`config.mk`:
```
export PLATFORM = sky130hd
export DESIGN_NAME = act_lane_scheduler
export DESIGN_NICKNAME = d
export VERILOG_FILES = /design/src/rtl/act_lane_scheduler.sv
export SDC_FILE = /design/constraint.sdc
export NUM_CORES = 1
export LEC_CHECK = 0
export CAP_MARGIN = 20
export CORE_MARGIN = 2
export CORE_UTILIZATION = 50
export DETAILED_ROUTE_END_ITERATION = 6
export GPL_TIMING_DRIVEN = 0
export HOLD_SLACK_MARGIN = 0.03
export PLACE_DENSITY = 0.75
export SYNTH_ARGS = -nofsm -noshare
export SYNTH_HDL_FRONTEND = slang
export SYNTH_SLANG_ARGS = --single-unit
```
`constraint.sdc`:
```
create_clock -name clk -period 11.26 [get_ports clk]
set_input_delay 1.689 -clock clk [delete_from_list [all_inputs] [get_ports clk]]
set_output_delay 1.689 -clock clk [all_outputs]
set_load 0.02 [all_outputs]
```
`src/rtl/act_lane_scheduler.sv`:
```
// act_lane_scheduler: shares one 2-lane in-order pipelined sigmoid engine among NUM_REQ
// requester streams.
//
// Ports:
//   clk, rst                 clock and synchronous active-high reset
//   req_valid/req_last       per-requester beat valid and end-of-packet
//   req_x0/req_x1            packed lane operands, requester i at [i*DATA_W +: DATA_W]
//   req_ready                per-requester accept (one-hot or zero)
//   eng_rst_n                engine reset (~rst)
//   eng_x0/eng_x1            registered engine operands
//   eng_valid_in             registered engine issue strobe
//   eng_y0/eng_y1            engine results
//   eng_valid_out            engine result strobe
//   res_valid/res_ready      result handshake, first-word-fall-through output FIFO
//   res_id/res_y0/res_y1     head result and its originating requester
//   busy                     results outstanding
//   err                      sticky: engine produced a result with no tag
//
// Arbitration is round-robin with packet locking. Issue is credit-limited by the number of
// outstanding results, so neither the tag FIFO nor the output FIFO can overflow.
module act_lane_scheduler #(
  parameter int unsigned NUM_REQ   = 4,
  parameter int unsigned DATA_W    = 16,
  parameter int unsigned OUT_DEPTH = 8
) (
  input  logic                        clk,
  input  logic                        rst,
  input  logic [NUM_REQ-1:0]          req_valid,
  input  logic [NUM_REQ-1:0]          req_last,
  input  logic [DATA_W*NUM_REQ-1:0]   req_x0,
  input  logic [DATA_W*NUM_REQ-1:0]   req_x1,
  output logic [NUM_REQ-1:0]          req_ready,
  output logic                        eng_rst_n,
  output logic [DATA_W-1:0]           eng_x0,
  output logic [DATA_W-1:0]           eng_x1,
  output logic                        eng_valid_in,
  input  logic [DATA_W-1:0]           eng_y0,
  input  logic [DATA_W-1:0]           eng_y1,
  input  logic                        eng_valid_out,
  output logic                        res_valid,
  input  logic                        res_ready,
  output logic [$clog2(NUM_REQ)-1:0]  res_id,
  output logic [DATA_W-1:0]           res_y0,
  output logic [DATA_W-1:0]           res_y1,
  output logic                        busy,
  output logic                        err
);

  localparam int unsigned ID_W  = $clog2(NUM_REQ);
  localparam int unsigned PTR_W = $clog2(OUT_DEPTH);
  localparam int unsigned CNT_W = PTR_W + 1;
  localparam int unsigned ENT_W = ID_W + 2 * DATA_W;

  typedef enum logic [0:0] {StArb, StLock} state_e;

  state_e             state_q;
  logic [ID_W-1:0]    lock_id_q;
  logic [ID_W-1:0]    rr_ptr_q;
  logic [CNT_W-1:0]   outstanding_q;
  logic               err_q;

  logic [ID_W-1:0]    tag_mem_q [OUT_DEPTH];
  logic [PTR_W-1:0]   tag_wr_q, tag_rd_q;
  logic [CNT_W-1:0]   tag_cnt_q;

  logic [ENT_W-1:0]   out_mem_q [OUT_DEPTH];
  logic [PTR_W-1:0]   out_wr_q, out_rd_q;
  logic [CNT_W-1:0]   out_cnt_q;

  logic [NUM_REQ-1:0] grant;
  logic [ID_W-1:0]    grant_id;
  logic               found;
  int unsigned        scan_idx;
  logic               credit_ok;
  logic               hs, hs_last;
  logic [ID_W-1:0]    rr_next;
  logic               tag_empty, ret_push, res_pop;
  logic [ENT_W-1:0]   out_head;

  // Grant is computed without regard to credit; credit only gates req_ready.
  always_comb begin
    grant    = '0;
    grant_id = '0;
    found    = 1'b0;
    scan_idx = 0;
    if (state_q == StLock) begin
      if (req_valid[lock_id_q]) begin
        grant[lock_id_q] = 1'b1;
        grant_id         = lock_id_q;
      end
    end else begin
      for (int k = 0; k < int'(NUM_REQ); k++) begin
        scan_idx = (int'(rr_ptr_q) + k) % NUM_REQ;
        if (!found && req_valid[scan_idx]) begin
          grant[scan_idx] = 1'b1;
          grant_id        = ID_W'(scan_idx);
          found           = 1'b1;
        end
      end
    end
  end

  // Credit uses the registered count only: a same-cycle pop does not open a slot.
  assign credit_ok = outstanding_q < CNT_W'(OUT_DEPTH);
  assign req_ready = (rst || !credit_ok) ? '0 : grant;
  assign hs        = |(req_valid & req_ready);
  assign hs_last   = req_last[grant_id];
  assign rr_next   = (grant_id == ID_W'(NUM_REQ - 1)) ? '0 : grant_id + ID_W'(1);

  assign eng_rst_n = ~rst;

  assign tag_empty = (tag_cnt_q == '0);
  assign ret_push  = eng_valid_out && !tag_empty;
  assign res_valid = (out_cnt_q != '0);
  assign res_pop   = res_valid && res_ready;
  assign out_head  = out_mem_q[out_rd_q];
  assign res_id    = res_valid ? out_head[ENT_W-1 -: ID_W] : '0;
  assign res_y0    = res_valid ? out_head[2*DATA_W-1 -: DATA_W] : '0;
  assign res_y1    = res_valid ? out_head[DATA_W-1:0] : '0;
  assign busy      = (outstanding_q != '0);
  assign err       = err_q;

  // Storage arrays carry no reset; validity is tracked by the counters.
  always_ff @(posedge clk) begin
    if (hs) tag_mem_q[tag_wr_q] <= grant_id;
    if (ret_push) out_mem_q[out_wr_q] <= {tag_mem_q[tag_rd_q], eng_y0, eng_y1};
  end

  always_ff @(posedge clk) begin
    if (rst) begin
      state_q       <= StArb;
      lock_id_q     <= '0;
      rr_ptr_q      <= '0;
      outstanding_q <= '0;
      err_q         <= 1'b0;
      eng_valid_in  <= 1'b0;
      eng_x0        <= '0;
      eng_x1        <= '0;
      tag_wr_q      <= '0;
      tag_rd_q      <= '0;
      tag_cnt_q     <= '0;
      out_wr_q      <= '0;
      out_rd_q      <= '0;
      out_cnt_q     <= '0;
    end else begin
      eng_valid_in <= hs;
      if (hs) begin
        eng_x0 <= req_x0[grant_id*DATA_W +: DATA_W];
        eng_x1 <= req_x1[grant_id*DATA_W +: DATA_W];
        if (hs_last) begin
          rr_ptr_q <= rr_next;
          state_q  <= StArb;
        end else begin
          lock_id_q <= grant_id;
          state_q   <= StLock;
        end
      end

      if (eng_valid_out && tag_empty) err_q <= 1'b1;

      if (hs) tag_wr_q <= tag_wr_q + PTR_W'(1);
      if (ret_push) tag_rd_q <= tag_rd_q + PTR_W'(1);
      if (hs && !ret_push) tag_cnt_q <= tag_cnt_q + CNT_W'(1);
      else if (!hs && ret_push) tag_cnt_q <= tag_cnt_q - CNT_W'(1);

      if (ret_push) out_wr_q <= out_wr_q + PTR_W'(1);
      if (res_pop) out_rd_q <= out_rd_q + PTR_W'(1);
      if (ret_push && !res_pop) out_cnt_q <= out_cnt_q + CNT_W'(1);
      else if (!ret_push && res_pop) out_cnt_q <= out_cnt_q - CNT_W'(1);

      if (hs && !res_pop) outstanding_q <= outstanding_q + CNT_W'(1);
      else if (!hs && res_pop) outstanding_q <= outstanding_q - CNT_W'(1);
    end
  end

endmodule

```
======== Word level (Yosys, flattened, before mapping) ========
Memories as Yosys holds them, arrays and structs flattened. A register that Yosys moved wholly into a read port is not among the register bits.
Cells that the tools add are included.
operators by class
  eq/ne operators ......................... 1
  shifts and indexed selects .............. 2
  bitwise gates (word level) .............. 6
  $add $sub $neg .......................... 14
  magnitude comparators ................... 12
  muxes and demuxes ....................... 63
  reductions and logical operators ........ 35
operators by type and width
  operator                                                           count
  variable part select 64 x 7 -> 16 bit                              2
  two-way mux 4 bit                                                  16
  two-way mux 16 bit                                                 2
  two-way mux 1 bit                                                  22
  < comparator 2 x 3 -> 1 bit, second input constant                 6
  logical AND 1 bit                                                  17
  two-way mux 2 bit                                                  8
  adder 3 x 1 -> 3 bit, second input constant                        4
  adder 4 x 1 -> 4 bit, second input constant                        3
  binary-select mux 1 bit (select 2 bit)                             6
  two-way mux 3 bit                                                  4
  OR 4 bit                                                           3
  subtractor 4 x 1 -> 4 bit, second input constant                   3
  demux 1 bit (select 2 bit)                                         5
  greater-or-equal comparator 2 x 1 -> 1 bit, second input constant  5
  logical NOT 1 bit                                                  8
  nonzero test 4 bit                                                 2
  nonzero test 2 bit                                                 3
  adder 2 x 1 -> 2 bit, second input constant                        2
  adder 2 bit, second input constant                                 2
  bitwise AND 4 bit                                                  1
  logical NOT 4 bit                                                  1
  < comparator 4 bit, second input constant                          1
  AND reduction 2 bit                                                2
  4 further kinds                                                    5
storage, ports and cells
  bits of input ports ..................... 172
  memories ................................ 2
  output and inout bits ................... 75
  memory bits (writable) .................. 288
  flip-flop bits (word level) ............. 63
  word-level logic and storage cells ...... 149
memories
  name       depth  width  read ports  clocked after Yosys merged registers in  wr ports  line  RTL
  out_mem_q  8      34     1           1                                        1         66    logic [ENT_W-1:0] out_mem_q [OUT_DEPTH];
  tag_mem_q  8      2      1           1                                        1         62    logic [ID_W-1:0] tag_mem_q [OUT_DEPTH];

======== Longest topological paths before layout ========
Gate-level depths: netlist of the first run.
  depth after elaboration ................. 23
  depth in mapped cells ................... 18

======== Least setup slack after synthesis of the first run ========
OpenSTA, ideal clock, no wires.
  path kind ............................... input-to-reg
  start point ............................. input eng_valid_out
  end point ............................... memory out_mem_q[0][0] (netlist name), enable pin
  setup time .............................. 0.468 ns
  setup slack ............................. 6.382 ns
  required time ........................... 10.792 ns
  path buffers ............................ 0
  cell stages on the path ................. 4
  arrival ................................. 4.411 ns
  path through ............................ nand2b_1 > clkinv_1 > nand2b_1 > nor3_1
between the ends
  word-level cells in the longest chain between the ends .. 3
ends and longest elaborated chain
  item                                     line  RTL
  start, declared                          39    input logic eng_valid_out,
  logical AND 1 bit                        113   assign ret_push = eng_valid_out && !tag_empty;
  named net ret_push                       77    logic tag_empty, ret_push, res_pop;
  two-way mux 1 bit                        126   if (ret_push) out_mem_q[out_wr_q] <= {tag_mem_q[tag_rd_q], eng_y0, eng_y1};
  two-way mux 1 bit (not written as such)  126
  end, declared                            66
The timed path passes the listed nets, and every way through them passes these cells.

======== Final worst setup path of the first run ========
  start point ............................. input req_valid[2]
  end point ............................... output req_ready[3]
between the ends
  word-level cells in the longest chain between the ends .. 17
  elaborated cells on any way between the ends .. 35
  those cells by class .................... mux (26); bitwise (3); reduce/logical (6)
ends and longest elaborated chain
  item                                     line  RTL
  start, declared                          28    input logic [NUM_REQ-1:0] req_valid,
  binary-select mux 1 bit (select 2 bit)   94    if (!found && req_valid[scan_idx]) begin
  two-way mux 1 bit (not written as such)  94
  two-way mux 1 bit                        94
  two-way mux 1 bit                        86    if (state_q == StLock) begin
  logical NOT 1 bit                        94
  logical AND 1 bit                        94
  two-way mux 1 bit                        94
  two-way mux 1 bit                        86
  logical NOT 1 bit                        94
  logical AND 1 bit                        94
  two-way mux 1 bit                        94
  two-way mux 1 bit                        86
  logical NOT 1 bit                        94
  logical AND 1 bit                        94
  two-way mux 4 bit                        94
  two-way mux 4 bit *                      86
  two-way mux 4 bit *                      105   assign req_ready = (rst || !credit_ok) ? '0 : grant;
  end, declared                            32    output logic [NUM_REQ-1:0] req_ready,
Every way passes the cells marked *; elsewhere a longest branch is shown, timed or not. The select of a mux whose other input is x is not followed.

==> results of run 1 <==
## through the flow
stage | util | setup slack, ns
3_3_place_gp | 0.604 | 3.59
4_1_cts | 0.655 | 5.19
2_1_floorplan | - | 6.38
6_report | 0.655 | 5.16
5_1_grt | 0.655 | 5.03
3_5_place_dp | 0.613 | 5.20
## worst max path at each step
stage | from | slack [ns] | end | cells after the start
after floorplan | eng_valid_out | 6.38 | out_mem_q[0][0] | 4
after global placement | eng_valid_out | 3.59 | out_mem_q[0][0] | 5
after detailed placement | req_valid[2] | 5.20 | req_ready[3] | 8
after CTS | req_valid[2] | 5.19 | req_ready[3] | 8
after global routing | req_valid[2] | 5.03 | req_ready[3] | 9
final | req_valid[2] | 5.16 | req_ready[3] | 8
## cells by family after synthesis
kind of cell	Yosys count	synth area share
flops	357	0.646
simple gates	238	0.0675
xor+xnor	16	0.00903
compound gates	200	0.0925
mux	121	0.140
buf+inv	90	0.0254
fa+ha+maj	23	0.0200
## where the power goes
part | internal, mW | total, mW | leakage, nW | switching [mW]
clock | 0.784 | 1.29 | 0.621 | 0.507
sequential | 1.60 | 1.68 | 3.17 | 0.0870
combinational | 0.913 | 2.11 | 2.76 | 1.20
total | 3.29 | 5.09 | 6.55 | 1.79
## registers in the layout (all words and copies together) (netlist names), 2 cells and up, named ones only
name           cells
out_mem_q        272
outstanding_q      4
tag_rd_q           3
out_rd_q           3
lock_id_q          2
out_wr_q           3
tag_cnt_q          4
rr_ptr_q           2
eng_x0            16
eng_x1            16
tag_wr_q           3
tag_mem_q         16
out_cnt_q          4
## critical path, delay by kind of cell
| kind | cells | cell delay, ns |
|---|---|---|
| compound gates | 3 | 0.70 |
| buf+inv | 2 | 1.20 |
| simple gates | 3 | 0.82 |
## area by class of cell
cell class,instances,share of cell area
Sequential cell,357,0.500
Multi-Input combinational cell,598,0.257
Timing Repair Buffer,259,0.133
Clock buffer,47,0.0486
Tap cell,396,0.0247
Clock inverter,18,0.0164
Buffer,71,0.0161
Inverter,19,0.00356
## placed cells by master (no fill, tap or decap), types with 3 or more instances in the layout
cell,synthesis,final
a21oi_1,54,54
edfxtp_1,288,288
ha_1,20,20
a21o_1,3,3
a311o_1,32,32
clkdlybuf4s50_1,0,246
xor2_1,7,7
nor2_4,0,6
buf_1,10,10
clkinv_1,1,4
clkbuf_1,42,51
nor2_1,66,60
buf_6,4,9
nand3_1,5,5
nor2b_1,7,7
clkbuf_16,0,37
nand2b_1,4,4
buf_2,12,12
nand2_1,117,117
nor3_1,8,6
or4_1,3,3
dfxtp_1,69,69
o21ai_1,4,4
bufinv_16,0,7
a31oi_1,6,6
a211oi_1,36,36
o21ai_0,14,14
buf_12,0,6
mux2i_1,42,42
inv_2,3,3
or3_1,6,6
buf_4,3,4
inv_1,15,15
fa_1,3,3
a21boi_0,34,34
xnor2_1,9,9
mux2_2,3,3
mux4_2,76,76
nand3b_1,5,5
o21a_1,3,3
## metal layers
| metal | vias to the layer above | track usage | share of wire |
|---|---|---|---|
| li1 | 4657 | - | - |
| met1 | 5036 | 0.288 | 0.39 |
| met2 | 391 | 0.433 | 0.52 |
| met3 | 65 | 0.0574 | 0.072 |
| met4 | 0 | 0.0745 | 0.027 |
| met5 | - | 0 | 0 |
==> results.sh, run 1 <==
export IMPL_outcome="completed"
export IMPL_syn_nets=1240
export IMPL_clkSinkCount=357
export IMPL_io_pins=247
export IMPL_rr_endpoint="outstanding_q[3]"
export IMPL_cts_buffers=37
export IMPL_setup_tns_ns=0
export IMPL_slew_violations=0
export IMPL_gp_routability_congestion=0.895
export IMPL_grt_first_pass_wirelength_mm=60.5
export IMPL_fin_crit_sh=0.542
export IMPL_drive_gt1_frac=0.134
export IMPL_grt_start_max_net_pins=26
export IMPL_cts_setup_buffers=0
export IMPL_min_path_type="reg2reg"
export IMPL_synth_cells=1045
export IMPL_fin_cells=1765
export IMPL_hpwl_mm=27.3
export IMPL_grt_pass1_vias=10700
export IMPL_vias_per_cell=5.75
export IMPL_crit_top_cell="clkdlybuf4s50_1"
export IMPL_cpPeakStageDelay_ns=0.63
export IMPL_synth_top_cell_by_area="edfxtp_1"
export IMPL_reg2reg_slack_ns=6.26
export IMPL_finalCriticalPeriod_ns=6.10
export IMPL_routedWlPerCell_um=22.5
export IMPL_die_width_um=180
export IMPL_core_um2=30600
export IMPL_ys_types=58
export IMPL_insertion_delay_ns=0.54
export IMPL_synth_top_area_share=0.557
export IMPL_route_detailed_drc=0
export IMPL_syn_avg_cell_area_um2=14.9
export IMPL_ys_async_sr_fraction=0
export IMPL_worst_pin_slew_ns=1.05
export IMPL_drt_first_pass_iters=5
export IMPL_grt_overflow_total=0
export IMPL_num_rows=64
export IMPL_clock_fmax_mhz=164
export IMPL_yosysWarnings=0
export IMPL_routed_wl_mm=39.6
export IMPL_final_antenna_net_count=0
export IMPL_clk_path_buf_depth=3
export IMPL_multiInputGateArea_um2=5160
export IMPL_cp_arrival_ns=4.41
export IMPL_min_from="eng_x0[3]"
export IMPL_ff_latch_area_um2=10000
export IMPL_hold_viol_final=0
export IMPL_cts_root_buf="clkbuf_16"
export IMPL_crit_path_start_kind="input port"
export IMPL_die_area_um2=32500
export IMPL_rsz0062_at_grt="false"
export IMPL_clkTransAtPathRegs_ns=0.05
export IMPL_worstHoldPathCells=2
export IMPL_io_buffers=246
export IMPL_cp_required_ns=9.57
export IMPL_n_antenna_cell=0
export IMPL_cts_hold_buf=0
export IMPL_seq_area_frac_synth=0.646
export IMPL_cts_tree="done"
export IMPL_fin_area_um2=20000
export IMPL_htreeDepth=2
export IMPL_r2r_start="rr_ptr_q[0]"
export IMPL_die_h_um=180
export IMPL_cts_resized=0
export IMPL_vdd_ir_drop_max_mv=0.153
export IMPL_start_util=0.507
export IMPL_synthFlopType="edfxtp_1"
export IMPL_synth_area_leaders="edfxtp_1 (56%), mux4_2 (11%), dfxtp_1 (8.9%)"
export IMPL_setup_viol=0
export IMPL_p_per_area_nw_per_um2=254
export IMPL_dp_cells=1700
export IMPL_r2r_cells=17
export IMPL_synth_seq_cells=357
export IMPL_grtUsageTotal=0.242
export IMPL_crit_path_end_kind="primary output"
export IMPL_synthToLayoutAreaGrowth_pct=29.1
export IMPL_p_total_mw=5.09
export IMPL_crit_path_top_delay_cell="clkdlybuf4s50_1"
export IMPL_clock_skew_ns=0.0244
export IMPL_timing_hold_ws_ns=0.450
export IMPL_p_leak_nw=6.55
export IMPL_synth_common_cells="edfxtp_1 (288), nand2_1 (117), mux4_2 (76)"
export IMPL_fillCellCount=2153
export IMPL_cap_violations=0
export IMPL_synth_most_common_cell="edfxtp_1"
export IMPL_hold_path_end="eng_x0[3]"
export IMPL_slew_headroom=0.299
export IMPL_crit_fanout=6
export IMPL_place_area_um2=18700
export IMPL_antenna_found_initial=0
export IMPL_vias=10100
export IMPL_fin_nets=1538
export IMPL_critPathKind="in2out"
export IMPL_synth_edff_count=288
export IMPL_cp_cell_sequence="clkdlybuf4s50_1 -> or3b_1 -> a2111oi_4 -> or2_1 -> a21oi_1 -> o21ai_0 -> and2_1 -> clkdlybuf4s50_1"
export IMPL_netlist_area_um2=15500
export IMPL_drt_iter0_markers=650
(Power assumes the default switching activity.)
==> run 2: changes to the inputs <==
- CORE_UTILIZATION: 50 -> 49
- PLACE_DENSITY: 0.75 -> 0.77
- clock period: 11.26 -> 5.1 ns (I/O delays scaled with it)
==> results.sh, run 2 (same netlist as run 1, synthesis figures left out) <==
export IMPL_r2r_start="rr_ptr_q[1]"
export IMPL_crit_path_end_kind="flop"
export IMPL_cp_required_ns=5.54
export IMPL_crit_top_cell="a21oi_1"
export IMPL_outcome="completed"
export IMPL_cts_buffers=36
export IMPL_combPwrFrac=0.435
export IMPL_routedWlPerCell_um=22.7
export IMPL_grt_pass1_vias=10700
export IMPL_drt_first_pass_iters=5
export IMPL_die_area_um2=33100
export IMPL_timing_hold_ws_ns=0.452
export IMPL_io_pins=247
export IMPL_pwr_share_clk=0.224
export IMPL_synthToLayoutAreaGrowth_pct=28.1
export IMPL_grt_util_met2=0.440
export IMPL_largest_register="out_mem_q"
export IMPL_use_met3=0.0632
export IMPL_final_antenna_net_count=0
export IMPL_gp_routability_congestion=0.874
export IMPL_cp_cell_sequence="inv_1 -> ha_1 -> mux4_2 -> a21oi_1 -> a21oi_1 -> o31a_1 -> nor4_4 -> buf_4 -> inv_2 -> ha_1 -> inv_1 -> ha_1 -> a21o_1 -> a21oi_1 -> xnor2_1 -> or3_1 -> a21oi_1"
export IMPL_vdd_ir_drop_max_mv=0.328
export IMPL_layout_common_cells="edfxtp_1 (288), clkdlybuf4s50_1 (246), nand2_1 (117)"
export IMPL_core_um2=31400
export IMPL_grt_use_met1=0.288
export IMPL_cp_num_cells=17
export IMPL_place_area_um2=18800
export IMPL_htreeDepth=2
export IMPL_r2r_cells=17
export IMPL_critPathBufInv=4
export IMPL_switching_share=0.361
export IMPL_clkSinkCount=357
export IMPL_power_frac_seq=0.341
export IMPL_drive_gt1_frac=0.131
export IMPL_cp_startpoint="rr_ptr_q[1]"
export IMPL_clkTransAtPathRegs_ns=0.06
export IMPL_routed_wl_mm=40.2
export IMPL_largest_reg_flops=272
export IMPL_cp_arrival_ns=5.21
export IMPL_crit_path_top_delay_cell="mux4_2"
export IMPL_pre_cts_ws_ns=-0.0657
export IMPL_dp_cells=1708
export IMPL_layout_commonest_cell="edfxtp_1"
export IMPL_hpwl_mm=27.7
export IMPL_die_h_um=182
export IMPL_endpoint="outstanding_q[3]"
export IMPL_rr_endpoint="outstanding_q[3]"
export IMPL_finalCriticalPeriod_ns=4.77
export IMPL_vias=10300
export IMPL_cts_root_buf="clkbuf_16"
export IMPL_setup_viol=0
export IMPL_cpPeakStageDelay_ns=0.61
export IMPL_rsz0062_at_grt="false"
export IMPL_p_total_mw=10.9
export IMPL_critPathTopFamily="compound AO/OA/AOI/OAI gates"
export IMPL_fin_cells=1770
export IMPL_p_leak_nw=6.49
export IMPL_num_rows=65
export IMPL_slew_headroom=0.351
export IMPL_io_buffers=246
export IMPL_clock_fmax_mhz=210
export IMPL_fin_area_um2=19900
export IMPL_antenna_found_initial=4
export IMPL_hold_viol_final=0
export IMPL_start_util=0.494
export IMPL_p_int_mw=6.96
export IMPL_netSwitchingPower_mw=3.94
export IMPL_clock_skew_ns=0.0198
export IMPL_crit_path_start_kind="flop"
export IMPL_min_path_type="reg2reg"
export IMPL_timing_final_ws_setup_ns=0.329
export IMPL_die_width_um=182
export IMPL_fin_crit_sh=0.935
export IMPL_grt_overflow_total=0
export IMPL_p_per_area_nw_per_um2=548
export IMPL_grt_first_pass_wirelength_mm=61.1
export IMPL_slew_violations=0
export IMPL_reg2reg_slack_ns=0.33
export IMPL_drt_iter0_markers=786
export IMPL_cts_tree="done"
export IMPL_critPathKind="reg2reg"
export IMPL_fin_util=0.634
export IMPL_cts_hold_buf=0
export IMPL_busiest_layer="met2"
export IMPL_cap_violations=0
export IMPL_worst_pin_slew_ns=0.973
export IMPL_insertion_delay_ns=0.51
export IMPL_grtUsageTotal=0.244
export IMPL_route_detailed_drc=0
export IMPL_fin_nets=1539
export IMPL_vias_per_cell=5.84
export IMPL_grt_start_max_net_pins=27
export IMPL_clk_path_buf_depth=3
export IMPL_setup_tns_ns=0
export IMPL_crit_fanout=10
## run 2: layout make-up
class | instances | area, µm²
inverter | 19 | 71.3
buffer | 71 | 330
antenna | 2 | 5.00
timing repair buffer | 261 | 2700
multi-input combinational | 598 | 5170
tap | 402 | 503
sequential | 357 | 10000
clock buffer | 45 | 945
clock inverter | 15 | 130
fill | 2216 | 11500
## run 2: worst min-delay path by stage
stage	cells past startpoint	startpoint	to
5_1_grt	2	eng_x1[8]	eng_x1[8]
2_1_floorplan	2	tag_rd_q[1]	flop
3_3_place_gp	2	eng_x0[6]	eng_x0[6]
4_1_cts	2	eng_x0[14]	eng_x0[14]
6_report	2	eng_x1[13]	eng_x1[13]
3_5_place_dp	2	eng_x1[6]	eng_x1[6]
## run 2: power by group through the flow
stage	logic, mW	clock network [mW]	registers, mW
floorplan	2.82	0	3.85
global placement	4.56	0	3.76
detailed placement	4.70	0	3.76
CTS	4.76	2.48	3.71
global route	5.10	2.60	3.75
finish	4.75	2.44	3.71
## run 2: per-layer routing
layer	routed length [µm]	vias up
met5	27	-
met4	931	4
met3	3230	64
met2	20800	455
met1	15200	5141
li1	-	4668
## run 2: tightest hold or removal path: cells and delay by family (launching register included)
kind / cells / cell delay (ns)
AND/OR/NAND/NOR: 1 / 0.05
AO/OA/AOI/OAI: 1 / 0.05
flip-flops: 1 / 0.31
## run 2: repair_timing
action                                 CTS  global route
setup endpoints to repair                1             4
resized for setup                        1             5
pin swaps                                0             0
endpoints found under the hold margin    0             0
buffers inserted                         0             0
